$ cat src/rtl/button_conditioner.sv
// button_conditioner: per-channel synchroniser, tick debounce, edge pulses
// and long-press / auto-repeat detection for buttons and switches.
module button_conditioner #(
  parameter int CHANNELS       = 5,
  parameter int TICK_DIV       = 104000,
  parameter int DEBOUNCE_TICKS = 10,
  parameter int HOLD_TICKS     = 500,
  parameter int REPEAT_TICKS   = 100
) (
  input  logic                clock,
  input  logic                reset,
  input  logic [CHANNELS-1:0] noisy,
  output logic [CHANNELS-1:0] clean,
  output logic [CHANNELS-1:0] rise,
  output logic [CHANNELS-1:0] fall,
  output logic [CHANNELS-1:0] held,
  output logic [CHANNELS-1:0] long_press,
  output logic [CHANNELS-1:0] rpt,
  output logic                tick
);

  localparam int PW = (TICK_DIV > 1) ? $clog2(TICK_DIV) : 1;
  localparam int DW =
    (DEBOUNCE_TICKS > 1) ? $clog2(DEBOUNCE_TICKS) : 1;
  localparam int HW = (HOLD_TICKS > 1) ? $clog2(HOLD_TICKS) : 1;
  localparam int RW = (REPEAT_TICKS > 1) ? $clog2(REPEAT_TICKS) : 1;
  localparam int RL = (REPEAT_TICKS > 0) ? REPEAT_TICKS - 1 : 0;
  localparam bit REP_ON = (REPEAT_TICKS != 0);

  localparam logic [PW-1:0] P_LAST = PW'(TICK_DIV - 1);
  localparam logic [DW-1:0] D_LAST = DW'(DEBOUNCE_TICKS - 1);
  localparam logic [HW-1:0] H_LAST = HW'(HOLD_TICKS - 1);
  localparam logic [RW-1:0] R_LAST = RW'(RL);

  typedef enum logic [1:0] {IDLE, PRESSED, HELD} state_t;

  logic [PW-1:0]       pre_cnt;
  logic [CHANNELS-1:0] meta;
  logic [CHANNELS-1:0] sync;

  // tick is registered so it is low in reset even when TICK_DIV == 1
  always_ff @(posedge clock or posedge reset) begin
    if (reset) begin
      pre_cnt <= '0;
      tick    <= 1'b0;
      meta    <= '0;
      sync    <= '0;
    end else begin
      tick    <= (pre_cnt == P_LAST);
      pre_cnt <= (pre_cnt == P_LAST) ? '0 : pre_cnt + 1'b1;
      meta    <= noisy;
      sync    <= meta;
    end
  end

  for (genvar i = 0; i < CHANNELS; i++) begin : g_ch
    logic          cln_q, cln_d;
    logic [DW-1:0] db_q, db_d;
    logic [HW-1:0] hc_q, hc_d;
    logic [RW-1:0] rc_q, rc_d;
    state_t        st_q, st_d;
    logic          lp_d, rp_d;
    logic          rise_q, fall_q, lp_q, rp_q;

    always_comb begin
      cln_d = cln_q;
      db_d  = db_q;
      if (sync[i] == cln_q) begin
        db_d = '0;
      end else if (tick) begin
        if (db_q == D_LAST) begin
          cln_d = ~cln_q;
          db_d  = '0;
        end else begin
          db_d = db_q + 1'b1;
        end
      end
    end

    // a falling clean overrides any hold/repeat expiry on the same tick
    always_comb begin
      st_d = st_q;
      hc_d = hc_q;
      rc_d = rc_q;
      lp_d = 1'b0;
      rp_d = 1'b0;
      if (!cln_d) begin
        st_d = IDLE;
        hc_d = '0;
        rc_d = '0;
      end else begin
        unique case (st_q)
          IDLE: begin
            st_d = PRESSED;
            hc_d = '0;
            rc_d = '0;
          end
          PRESSED: begin
            if (tick) begin
              if (hc_q == H_LAST) begin
                st_d = HELD;
                lp_d = 1'b1;
                hc_d = '0;
                rc_d = '0;
              end else begin
                hc_d = hc_q + 1'b1;
              end
            end
          end
          HELD: begin
            if (tick && REP_ON) begin
              if (rc_q == R_LAST) begin
                rp_d = 1'b1;
                rc_d = '0;
              end else begin
                rc_d = rc_q + 1'b1;
              end
            end
          end
          default: st_d = IDLE;
        endcase
      end
    end

    always_ff @(posedge clock or posedge reset) begin
      if (reset) begin
        cln_q  <= 1'b0;
        db_q   <= '0;
        hc_q   <= '0;
        rc_q   <= '0;
        st_q   <= IDLE;
        rise_q <= 1'b0;
        fall_q <= 1'b0;
        lp_q   <= 1'b0;
        rp_q   <= 1'b0;
      end else begin
        cln_q  <= cln_d;
        db_q   <= db_d;
        hc_q   <= hc_d;
        rc_q   <= rc_d;
        st_q   <= st_d;
        rise_q <= cln_d & ~cln_q;
        fall_q <= ~cln_d & cln_q;
        lp_q   <= lp_d;
        rp_q   <= rp_d;
      end
    end

    assign clean[i]      = cln_q;
    assign rise[i]       = rise_q;
    assign fall[i]       = fall_q;
    assign held[i]       = (st_q == HELD);
    assign long_press[i] = lp_q;
    assign rpt[i]        = rp_q;
  end

endmodule

$ cat config.mk
export PLATFORM = sky130hd
export DESIGN_NAME = button_conditioner
export DESIGN_NICKNAME = d
export VERILOG_FILES = /design/src/rtl/button_conditioner.sv
export SDC_FILE = /design/constraint.sdc
export NUM_CORES = 1
export LEC_CHECK = 0
export ABC_AREA = 1
export ABC_CLOCK_PERIOD_IN_PS = 14900
export CORE_AREA = 2 2 124 126
export CTS_BUF_LIST = sky130_fd_sc_hd__clkbuf_2
export DETAILED_ROUTE_END_ITERATION = 8
export DIE_AREA = 0 0 126 128
export PLACE_DENSITY = 0.84
export REMOVE_ABC_BUFFERS = 1
export SLEW_MARGIN = 20
export SYNTH_ARGS = -nofsm -noshare
export SYNTH_HDL_FRONTEND = slang
export SYNTH_SLANG_ARGS = --single-unit
export TNS_END_PERCENT = 100
$ cat constraint.sdc
create_clock -name clock -period 14.9 [get_ports clock]
set_input_delay 2.98 -clock clock [delete_from_list [all_inputs] [get_ports clock]]
set_output_delay 2.98 -clock clock [all_outputs]
set_load 0.02 [all_outputs]
Yosys cells after proc, flatten, opt, wreduce, memory -nomap -nowiden
Index checks and enable logic that the tools add are counted.

Bits in writable memories: 0. Memories kept: 0. Bits in registers: 163. Logic and storage cells: 312. Output and inout bits: 31. Latch bits: 0. Input port bits: 7. ROM bits: 0.

Shift operators: 0. Muxes and demuxes: 141. Multiply operators: 0. Div/mod/pow operators: 0. Equality and inequality tests: 61. $lt $le $gt $ge: 0. Bitwise logic cells: 20. Reductions and logical operators: 25. $add $sub $neg: 16.

Operators with widths (number): 7-bit two-way mux (25); 9-bit two-way mux (15); 7-bit case mux with 3 select lines (5); 9-bit case mux with 2 select lines (5); 4-bit two-way mux (15); 1-bit two-way mux (55); 9-bit by 1-bit adder with 9-bit output (second input constant) (5); 9-bit equality test (second input constant) (5); 3-bit inequality test (second input constant) (15); 7-bit by 1-bit adder with 7-bit output (second input constant) (5); 7-bit equality test (second input constant) (5); 2-bit two-way mux (15); 2-bit case mux with 3 select lines (5); 4-bit by 1-bit adder with 4-bit output (second input constant) (5); 4-bit equality test (second input constant) (5); 4-bit by 2-bit inequality test with 1-bit output (second input constant) (5); 4-bit AND reduction (5); 17-bit by 1-bit adder with 17-bit output (second input constant) (1); 17-bit equality test (second input constant) (1); 17-bit two-way mux (1); 3-bit by 1-bit inequality test with 1-bit output (second input constant) (5); 3-bit AND reduction (5); 1-bit bitwise AND (10); 2-bit by 1-bit equality test with 1-bit output (second input constant) (5); other kinds (7) (40).

Longest topological paths before layout
Gate-level depths: netlist of the first run.

Depth after elaboration: 6. Gate-level depth with buffers: 13. Mapped depth without buffers: 13.

Worst setup path before layout of the first run
OpenSTA, ideal clock, no wires.

Path type: register to output. From: register g_ch[1].st_q[1]. To: output held[1]. Arrival time: 0.915 ns. Buffers on the path: 0. Data required time: 11.920 ns. Stages on the path, launching flop included: 3. Slack: 11.005 ns. Path through: dfrtp_1 inv_1 nor2_1.

Cells in the longest elaborated chain, start to end: 1.

RTL lines: from (decl) (RTL line 61) `state_t st_q, st_d;`; from (signal assigned) (RTL line 141) `st_q <= st_d;`; 2-bit equality test (RTL line 152) `assign held[i] = (st_q == HELD);`; to (decl) (RTL line 16) `output logic [CHANNELS-1:0] held,`.

Every way passes these cells.

Final worst setup path of the first run
Same ends and word-level chain as after synthesis.

==> impl_metrics.env, run 1 <==
export IMPL_tightestPinTransition_ns=0.776
export IMPL_die_y_um=128
export IMPL_nets=1282
export IMPL_crit_type="reg2out"
export IMPL_power_share_combinational_pct=1.8
export IMPL_grt_pass1_wl_mm=32.8
export IMPL_synth_cells=1235
export IMPL_worst_setup_path_start_kind="flip-flop"
export IMPL_r2r_end="g_ch[1].hc_q[4]$_DFFE_PP0P_"
export IMPL_cts_made_buffers=17
export IMPL_cts_path_max_buffers=2
export IMPL_cts_sinks=163
export IMPL_cp_required_ns=11.92
export IMPL_synth_edff_count=0
export IMPL_initial_utilization_pct=63.9
export IMPL_fmax_ghz=0.188
export IMPL_status="completed"
export IMPL_cts_setup_buffers=0
export IMPL_fin_skew_ns=0.0281
export IMPL_drtIter0Drc=760
export IMPL_finalHoldViolCount=0
export IMPL_ys_seq_area_share_pct=43.0
export IMPL_crit_fanout=8
export IMPL_drive_above_1_share_pct=8.60
export IMPL_synth_area_um2=9500
export IMPL_synth_most_common_cell="nand2_1"
export IMPL_p_sw_share_pct=23.8
export IMPL_setup_viol=0
export IMPL_avgSynthCellArea_um2=7.69
export IMPL_synth_top_flop_cell="dfrtp_1"
export IMPL_holdWs_ns=0.392
export IMPL_hp_class="reg2reg"
export IMPL_rsz0062_at_grt="no"
export IMPL_power_density_nw_per_um2=70.2
export IMPL_grt_max_degree=90
export IMPL_io_buffers=37
export IMPL_gr_usage_all_layers_pct=24.3
export IMPL_area_growth_pct=6.05
export IMPL_grt_pass1_vias=7479
export IMPL_ir_worst_vdd_mv=0.0485
export IMPL_pwr_share_clk_pct=35.2
export IMPL_synth_top_area_share_pct=43.0
export IMPL_synth_area_leaders="dfrtp_1, nand2_1, nand3_1, nor2_1, inv_1"
export IMPL_slew_viol_final=0
export IMPL_coreArea_um2=14900
export IMPL_crit_chain="inv_1 > nor2_1 > clkdlybuf4s50_1"
export IMPL_async_reset_ff_share_pct=100
export IMPL_dp_hpwl_mm=13.2
export IMPL_ys_seq_elements=163
export IMPL_rr_worst_depth=6
export IMPL_firstDrtPassIters=8
export IMPL_synthTopCellsByCount="nand2_1, nand3_1, dfrtp_1, nor2_1, inv_1"
export IMPL_die_w_um=126
export IMPL_slowest_delay_ns=0.70
export IMPL_vias_per_cell=5.49
export IMPL_yosysTopAreaCell="dfrtp_1"
export IMPL_slew_headroom_pct=48.3
export IMPL_num_rows=45
export IMPL_grt_antenna_before_repair=1
export IMPL_power_switching_w=0.000168
export IMPL_cp_slowest_cell="clkdlybuf4s50_1"
export IMPL_worstPathArrival_ns=2.34
export IMPL_clk_pin_slew_ns=0.22
export IMPL_grt_overflow=0
export IMPL_holdPathEnd="sync[4]$_DFF_PP0_"
export IMPL_min_from="meta[4]$_DFF_PP0_"
export IMPL_drc=0
export IMPL_endpoint_kind="output pin"
export IMPL_gp_congestion=0.879
export IMPL_vias=7987
export IMPL_power_leakage_nw=4.75
export IMPL_cts_hold_buf=0
export IMPL_drt_wl_total_mm=18.7
export IMPL_ys_types=39
export IMPL_setup_tns_final_ns=0
export IMPL_min_delay_path_depth=0
export IMPL_ios=38
export IMPL_insertion_delay_ns=0.72
export IMPL_max_cap_violations=0
export IMPL_root_buffer="clkbuf_2"
export IMPL_min_period_over_period_pct=35.7
export IMPL_power_internal_w=0.000539
export IMPL_cts_repair_resized=0
export IMPL_regToRegSetupSlack_ns=12.22
export IMPL_synth_warnings=0
export IMPL_worstReg2RegStart="tick$_DFF_PP0_"
export IMPL_detail_route_antenna_nets=0
export IMPL_dieArea_um2=16100
export IMPL_cts_tree="built"
export IMPL_routedWlPerCell_um=12.8
export IMPL_pwr_share_seq_pct=63.0
export IMPL_min_period_ns=5.32
export IMPL_h_tree_depth=4
worst max path at each step:
stage	endpoint	cells past startpoint	start	slack, ns
global placement	g_ch[1].hc_q[6]$_DFFE_PP0P_	3	reset	9.78
finish	held[1]	3	g_ch[1].st_q[1]$_DFFE_PP0P_	9.58
CTS	held[1]	3	g_ch[1].st_q[1]$_DFFE_PP0P_	9.54
detailed placement	g_ch[1].hc_q[8]$_DFFE_PP0P_	3	reset	9.75
floorplan	g_ch[0].cln_q$_DFF_PP0_	1	reset	7.52
global route	held[1]	3	g_ch[1].st_q[1]$_DFFE_PP0P_	9.45
layout make-up:
cell class | count | area, um^2
Timing Repair Buffer | 38 | 382
Multi-Input combinational cell | 885 | 4550
Clock buffer | 17 | 85.1
Antenna cell | 1 | 2.50
Tap cell | 188 | 235
Fill cell | 1234 | 4790
Sequential cell | 163 | 4080
Clock inverter | 15 | 164
Inverter | 149 | 569
flip-flops by register name (all words and copies together) (netlist names):
signal	flops
g_ch.cln_q	5
g_ch.rc_q	35
g_ch.hc_q	45
tick	1
g_ch.db_q	20
g_ch.st_q	10
g_ch.rise_q	5
meta	5
g_ch.fall_q	5
g_ch.lp_q	5
sync	5
g_ch.rp_q	5
pre_cnt	17
critical path: cells and delay by family (launching register included):
family,cells,cell delay [ns]
buffers and inverters,2,0.80
DFF,1,0.42
and+or+nand+nor,1,0.41
metrics by stage:
stage	instances	setup WS, ns	instance area (um^2)	power, W	util (%)
final	1456	9.58	10100	0.000707	67.8
after global routing	1456	9.45	10100	0.000732	67.8
after CTS	1455	9.54	10100	0.000714	67.7
after detailed placement	1423	9.75	9820	0.000467	66.0
after global placement	1423	9.78	9820	0.000467	66.0
after floorplan	1197	7.52	9200	0.000461	-
per-layer routing:
layer  global-route usage [%]  routed length [um]
met1                     31.9                8700
met4                     8.02                 323
met2                     40.6                8950
met3                     5.18                 718
met5                        0                   0
cells by family (layout without fill, tap and decap cells):
logic type / count (synthesis) / count (layout) / synth area share (%)
simple gates: 747 / 747 / 36.4
buf+inv: 187 / 219 / 9.09
flops: 163 / 163 / 43.0
compound gates: 84 / 84 / 5.78
xor+xnor: 33 / 33 / 3.04
fa+ha+maj: 21 / 21 / 2.77
other cells: 0 / 1 / 0
power by group through the flow:
| stage | clock network (W) | logic [W] | registers [W] |
|---|---|---|---|
| after floorplan | 0 | 0.00000867 | 0.000453 |
| after global placement | 0 | 0.0000135 | 0.000453 |
| after detailed placement | 0 | 0.0000137 | 0.000453 |
| after CTS | 0.000254 | 0.0000137 | 0.000446 |
| after global routing | 0.000271 | 0.0000157 | 0.000446 |
| final | 0.000249 | 0.0000130 | 0.000445 |
layout by cell type (no fill, tap or decap), types with 17 or more instances in the layout:
master / n
dfrtp_1: 163
clkbuf_2: 17
o21ai_0: 24
nand2_1: 315
nand4_1: 44
xor2_1: 27
nor2_1: 139
clkdlybuf4s50_1: 37
ha_1: 21
nor3_1: 25
inv_1: 131
nand3_1: 164
Power figures use the tool's default switching activity.
==> run 2: changes to the inputs <==
--- a/config.mk
+++ b/config.mk
@@ -6,12 +6,12 @@
 export NUM_CORES = 1
 export LEC_CHECK = 0
 export ABC_AREA = 1
-export ABC_CLOCK_PERIOD_IN_PS = 14900
-export CORE_AREA = 2 2 124 126
+export ABC_CLOCK_PERIOD_IN_PS = 5460
+export CORE_AREA = 2 2 125 127
 export CTS_BUF_LIST = sky130_fd_sc_hd__clkbuf_2
 export DETAILED_ROUTE_END_ITERATION = 8
-export DIE_AREA = 0 0 126 128
-export PLACE_DENSITY = 0.84
+export DIE_AREA = 0 0 127 129
+export PLACE_DENSITY = 0.82
 export REMOVE_ABC_BUFFERS = 1
 export SLEW_MARGIN = 20
 export SYNTH_ARGS = -nofsm -noshare
==> constraint.sdc (replaced) <==
create_clock -name clock -period 5.46 [get_ports clock]
set_input_delay 1.092 -clock clock [delete_from_list [all_inputs] [get_ports clock]]
set_output_delay 1.092 -clock clock [all_outputs]
set_load 0.02 [all_outputs]
==> run 2 against run 1 <==
Net effect: clock power grew to 2.8 times the previous value; combinational power increased to 2.8 times the previous value; sequential share of layout area fell by 0.080 points; hold slack worse by 0.0066 ns; critical endpoint unchanged.
==> impl_metrics.env, run 2 (synthesis gave the netlist of run 1 again) <==
export IMPL_status="completed"
export IMPL_grt_overflow=0
export IMPL_layout_common_cells="nand2_1, nand3_1, dfrtp_1"
export IMPL_grt_antenna_before_repair=1
export IMPL_cts_made_buffers=17
export IMPL_rr_worst_depth=6
export IMPL_worstPathArrival_ns=2.38
export IMPL_vias_per_cell=5.53
export IMPL_cts_tree="built"
export IMPL_cp_required_ns=4.37
export IMPL_min_period_over_period_pct=63.5
export IMPL_worstReg2RegStart="tick$_DFF_PP0_"
export IMPL_io_buffers=37
export IMPL_final_common_cell="nand2_1"
export IMPL_pwr_share_clk_pct=35.9
export IMPL_hp_class="reg2reg"
export IMPL_drc=0
export IMPL_regToRegSetupSlack_ns=2.99
export IMPL_critPathBufInv=2
export IMPL_power_leakage_nw=4.75
export IMPL_fin_util_pct=67.4
export IMPL_cts_path_max_buffers=2
export IMPL_power_share_combinational_pct=1.8
export IMPL_worst_setup_path_start_kind="flip-flop"
export IMPL_firstDrtPassIters=5
export IMPL_gr_usage_all_layers_pct=24.6
export IMPL_pwr_share_seq_pct=62.3
export IMPL_power_density_nw_per_um2=193
export IMPL_vias=8060
export IMPL_num_rows=45
export IMPL_detail_route_antenna_nets=0
export IMPL_min_period_ns=3.47
export IMPL_cp_slowest_cell="clkdlybuf4s50_1"
export IMPL_setup_tns_final_ns=0
export IMPL_min_from="meta[1]$_DFF_PP0_"
export IMPL_cts_repair_resized=0
export IMPL_ir_worst_vdd_mv=0.215
export IMPL_power_switching_w=0.000471
export IMPL_ios=38
export IMPL_h_tree_depth=4
export IMPL_dieArea_um2=16400
export IMPL_drive_above_1_share_pct=8.83
export IMPL_largest_reg_flops=45
export IMPL_routedWlPerCell_um=13.0
export IMPL_root_buffer="clkbuf_2"
export IMPL_crit_chain="inv_1 > nor2_1 > clkdlybuf4s50_1"
export IMPL_setup_viol=0
export IMPL_insertion_delay_ns=0.74
export IMPL_gp_congestion=0.888
export IMPL_r2r_end="g_ch[1].hc_q[5]$_DFFE_PP0P_"
export IMPL_preCtsSetupSlack_ns=2.72
export IMPL_area_growth_pct=6.26
export IMPL_rsz0062_at_grt="no"
export IMPL_largest_registers="g_ch.hc_q (45), g_ch.rc_q (35), g_ch.db_q (20)"
export IMPL_nets=1283
export IMPL_holdPathEnd="sync[1]$_DFF_PP0_"
export IMPL_finalHoldViolCount=0
export IMPL_die_y_um=129
export IMPL_clk_pin_slew_ns=0.23
export IMPL_top_register="g_ch.hc_q"
export IMPL_power_internal_w=0.00148
export IMPL_slowest_delay_ns=0.70
export IMPL_cts_hold_buf=0
export IMPL_fmax_ghz=0.288
export IMPL_fin_skew_ns=0.0361
export IMPL_crit_fanout=8
export IMPL_max_cap_violations=0
export IMPL_dp_hpwl_mm=13.4
export IMPL_initial_utilization_pct=63.4
export IMPL_p_sw_share_pct=24.1
export IMPL_slew_headroom_pct=39.8
export IMPL_tightestPinTransition_ns=0.903
export IMPL_coreArea_um2=15000
export IMPL_fin_ws_ns=1.99
export IMPL_slew_viol_final=0
export IMPL_die_w_um=127
export IMPL_drtIter0Drc=618
export IMPL_crit_family="buffers and inverters"
export IMPL_endpoint_kind="output pin"
export IMPL_min_delay_path_depth=0
export IMPL_cts_setup_buffers=0
export IMPL_grt_max_degree=106
export IMPL_grt_pass1_wl_mm=33.5
export IMPL_grt_pass1_vias=7614
export IMPL_drt_wl_total_mm=18.9
export IMPL_cts_sinks=163
export IMPL_crit_type="reg2out"
-- run 2: through the flow --
stage          hold slack (ns)  total power, W  instance area, um^2  cells
2_1_floorplan            0.331         0.00126                 9200   1197
3_3_place_gp             0.332         0.00127                 9820   1424
3_5_place_dp             0.340         0.00127                 9820   1424
4_1_cts                  0.390         0.00197                10100   1456
5_1_grt                  0.407         0.00202                10100   1457
6_report                 0.385         0.00195                10100   1457
-- run 2: cell type report --
| type | instances | area, um^2 |
|---|---|---|
| fill | 1247 | 4890 |
| multi-input combinational | 885 | 4550 |
| sequential | 163 | 4080 |
| inverter | 149 | 569 |
| timing repair buffer | 39 | 385 |
| tap | 188 | 235 |
| clock inverter | 15 | 180 |
| clock buffer | 17 | 85.1 |
| antenna | 1 | 2.50 |
-- run 2: layer usage --
layer	GRT usage (%)	routed length, um	share of wire, %
met3	4.20	792	4.2
met1	32.3	8710	46
met4	8.73	284	1.5
met2	41.7	9150	48
met5	0	0	0
-- run 2: power groups by stage --
stage / combinational, W / sequential [W] / clock (W)
global placement: 0.0000375 / 0.00124 / 0
detailed placement: 0.0000383 / 0.00124 / 0
global route: 0.0000426 / 0.00122 / 0.000759
finish: 0.0000360 / 0.00122 / 0.000699
floorplan: 0.0000237 / 0.00124 / 0
CTS: 0.0000382 / 0.00122 / 0.000717
-- run 2: worst max path at each step --
stage	start	end	depth (start not counted)
after floorplan	reset	g_ch[0].cln_q$_DFF_PP0_	1
after global placement	reset	g_ch[1].rc_q[4]$_DFFE_PP0P_	3
after detailed placement	reset	g_ch[1].hc_q[8]$_DFFE_PP0P_	3
after CTS	g_ch[1].st_q[1]$_DFFE_PP0P_	held[1]	3
after global routing	g_ch[1].st_q[1]$_DFFE_PP0P_	held[1]	3
final	g_ch[1].st_q[1]$_DFFE_PP0P_	held[1]	3
==> run 3: changes to the inputs <==
--- a/config.mk
+++ b/config.mk
@@ -6,7 +6,7 @@
 export NUM_CORES = 1
 export LEC_CHECK = 0
 export ABC_AREA = 1
-export ABC_CLOCK_PERIOD_IN_PS = 5460
+export ABC_CLOCK_PERIOD_IN_PS = 3200
 export CORE_AREA = 2 2 125 127
 export CTS_BUF_LIST = sky130_fd_sc_hd__clkbuf_2
 export DETAILED_ROUTE_END_ITERATION = 8
==> constraint.sdc (replaced) <==
create_clock -name clock -period 3.2 [get_ports clock]
set_input_delay 0.64 -clock clock [delete_from_list [all_inputs] [get_ports clock]]
set_output_delay 0.64 -clock clock [all_outputs]
set_load 0.02 [all_outputs]
==> run 3 against run 2 <==
Net effect: hold slack lost 0.17 ns; design area grew 0.58%; largest power group unchanged; clock power grew 82%.
==> impl_metrics.env, run 3 (synthesis gave the netlist of run 1 again) <==
export IMPL_grt_pass1_wl_mm=32.2
export IMPL_die_w_um=127
export IMPL_insertion_delay_ns=0.79
export IMPL_coreArea_um2=15000
export IMPL_gr_usage_all_layers_pct=24.0
export IMPL_dp_hpwl_mm=13.3
export IMPL_die_y_um=129
export IMPL_largest_reg_flops=45
export IMPL_endpoint_kind="output pin"
export IMPL_crit_family="buffers and inverters"
export IMPL_num_rows=45
export IMPL_cts_path_max_buffers=2
export IMPL_drtIter0Drc=521
export IMPL_r2r_end="g_ch[0].rc_q[5]$_DFFE_PP0P_"
export IMPL_worstPathArrival_ns=2.36
export IMPL_vias_per_cell=5.46
export IMPL_slowest_delay_ns=0.69
export IMPL_rsz0062_at_grt="no"
export IMPL_nets=1285
export IMPL_slew_headroom_pct=60.1
export IMPL_crit_type="reg2out"
export IMPL_detail_route_antenna_nets=0
export IMPL_drive_above_1_share_pct=9.13
export IMPL_worstReg2RegStart="tick$_DFF_PP0_"
export IMPL_final_common_cell="nand2_1"
export IMPL_largest_registers="g_ch.hc_q (45), g_ch.rc_q (35), g_ch.db_q (20)"
export IMPL_power_leakage_nw=4.78
export IMPL_regToRegSetupSlack_ns=1.02
export IMPL_fillers=1233
export IMPL_cp_required_ns=2.56
export IMPL_area_growth_pct=6.88
export IMPL_cp_startpoint="g_ch[3].st_q[1]$_DFFE_PP0P_"
export IMPL_setup_viol=0
export IMPL_grt_overflow=0
export IMPL_vias=7963
export IMPL_setup_tns_final_ns=0
export IMPL_grt_max_degree=48
export IMPL_min_period_ns=3.00
export IMPL_max_cap_violations=0
export IMPL_grt_pass1_vias=7332
export IMPL_cts_setup_buffers=0
export IMPL_h_tree_depth=4
export IMPL_firstDrtPassIters=7
export IMPL_top_register="g_ch.hc_q"
export IMPL_gp_congestion=0.882
export IMPL_dieArea_um2=16400
export IMPL_crit_fanout=10
export IMPL_rr_worst_depth=8
export IMPL_cts_sinks=163
export IMPL_drc=0
export IMPL_tightestPinTransition_ns=0.599
export IMPL_drt_wl_total_mm=18.7
export IMPL_fin_area_um2=10100
export IMPL_initial_utilization_pct=63.4
export IMPL_crit_path_end="held[3]"
export IMPL_clk_pin_slew_ns=0.26
export IMPL_ios=38
export IMPL_worst_setup_path_start_kind="flip-flop"
export IMPL_layout_common_cells="nand2_1, nand3_1, dfrtp_1"
export IMPL_instances_no_fill=1459
export IMPL_status="completed"
export IMPL_placed_area_um2=9860
export IMPL_routedWlPerCell_um=12.8
export IMPL_slew_viol_final=0
export IMPL_fin_skew_ns=0.0433
export IMPL_crit_cells=3
export IMPL_min_period_over_period_pct=93.9
export IMPL_cp_slowest_cell="clkdlybuf4s50_1"
export IMPL_fmax_ghz=0.333
export IMPL_crit_chain="inv_2 > nor2_2 > clkdlybuf4s50_1"
export IMPL_grt_antenna_before_repair=1
export IMPL_root_buffer="clkbuf_2"
export IMPL_cts_made_buffers=17
export IMPL_io_buffers=37
export IMPL_dp_cells=1426
export IMPL_power_density_nw_per_um2=336
export IMPL_finalHoldViolCount=0
export IMPL_ir_worst_vdd_mv=0.221
export IMPL_critPathBufInv=2
export IMPL_hp_class="in2async"
export IMPL_cts_tree="built"
[run 3: timing repair]
action                     CTS  global route
hold buffers                 0             0
setup endpoints to repair    0             1
resized for setup            0             1
[run 3: power breakdown]
group	total (W)	switching, W	internal (W)
logic	0.0000668	0.0000513	0.0000156
clock network	0.00127	0.000808	0.000461
registers	0.00207	0.00000320	0.00207
[run 3: how the worst min path moves through the flow]
stage	startpoint	end	slack [ns]	depth (start not counted)
after global placement	meta[0]$_DFF_PP0_	sync[0]$_DFF_PP0_	0.33	0
after floorplan	meta[0]$_DFF_PP0_	sync[0]$_DFF_PP0_	0.33	0
final	reset	pre_cnt[9]$_DFF_PP0_	0.21	2
after global routing	noisy[1]	meta[1]$_DFF_PP0_	0.17	1
after CTS	reset	pre_cnt[9]$_DFF_PP0_	0.17	2
after detailed placement	meta[0]$_DFF_PP0_	sync[0]$_DFF_PP0_	0.34	0
[run 3: final cells by class]
cell class              count  area [um^2]  area share [%]
clock inverters            15          196            1.94
clock buffers              17         85.1           0.838
multi-input cells         885         4560            44.9
diodes                      1         2.50          0.0247
flip-flops and latches    163         4080            40.2
inverters                 149          569            5.61
well taps                 188          235            2.32
repair buffers             41          425            4.19
[run 3: metrics by stage]
step / worst slack (ns) / hold slack [ns] / util, % / total power, W
5_1_grt: 0.0178 / 0.170 / 67.8 / 0.00353
2_1_floorplan: -1.84 / 0.331 / - / 0.00215
6_report: 0.195 / 0.212 / 67.8 / 0.00341
3_5_place_dp: 1.02 / 0.337 / 65.9 / 0.00218
4_1_cts: 0.0875 / 0.170 / 67.7 / 0.00344
3_3_place_gp: 1.06 / 0.334 / 65.9 / 0.00218
[run 3: per-layer routing]
layer,vias to the layer above,part of all wire (%),GRT usage [%]
met5,-,0,0
met4,0,1.4,7.30
met3,34,4.6,4.86
met2,200,48,39.8
met1,3687,46,32.2
li1,4042,-,-
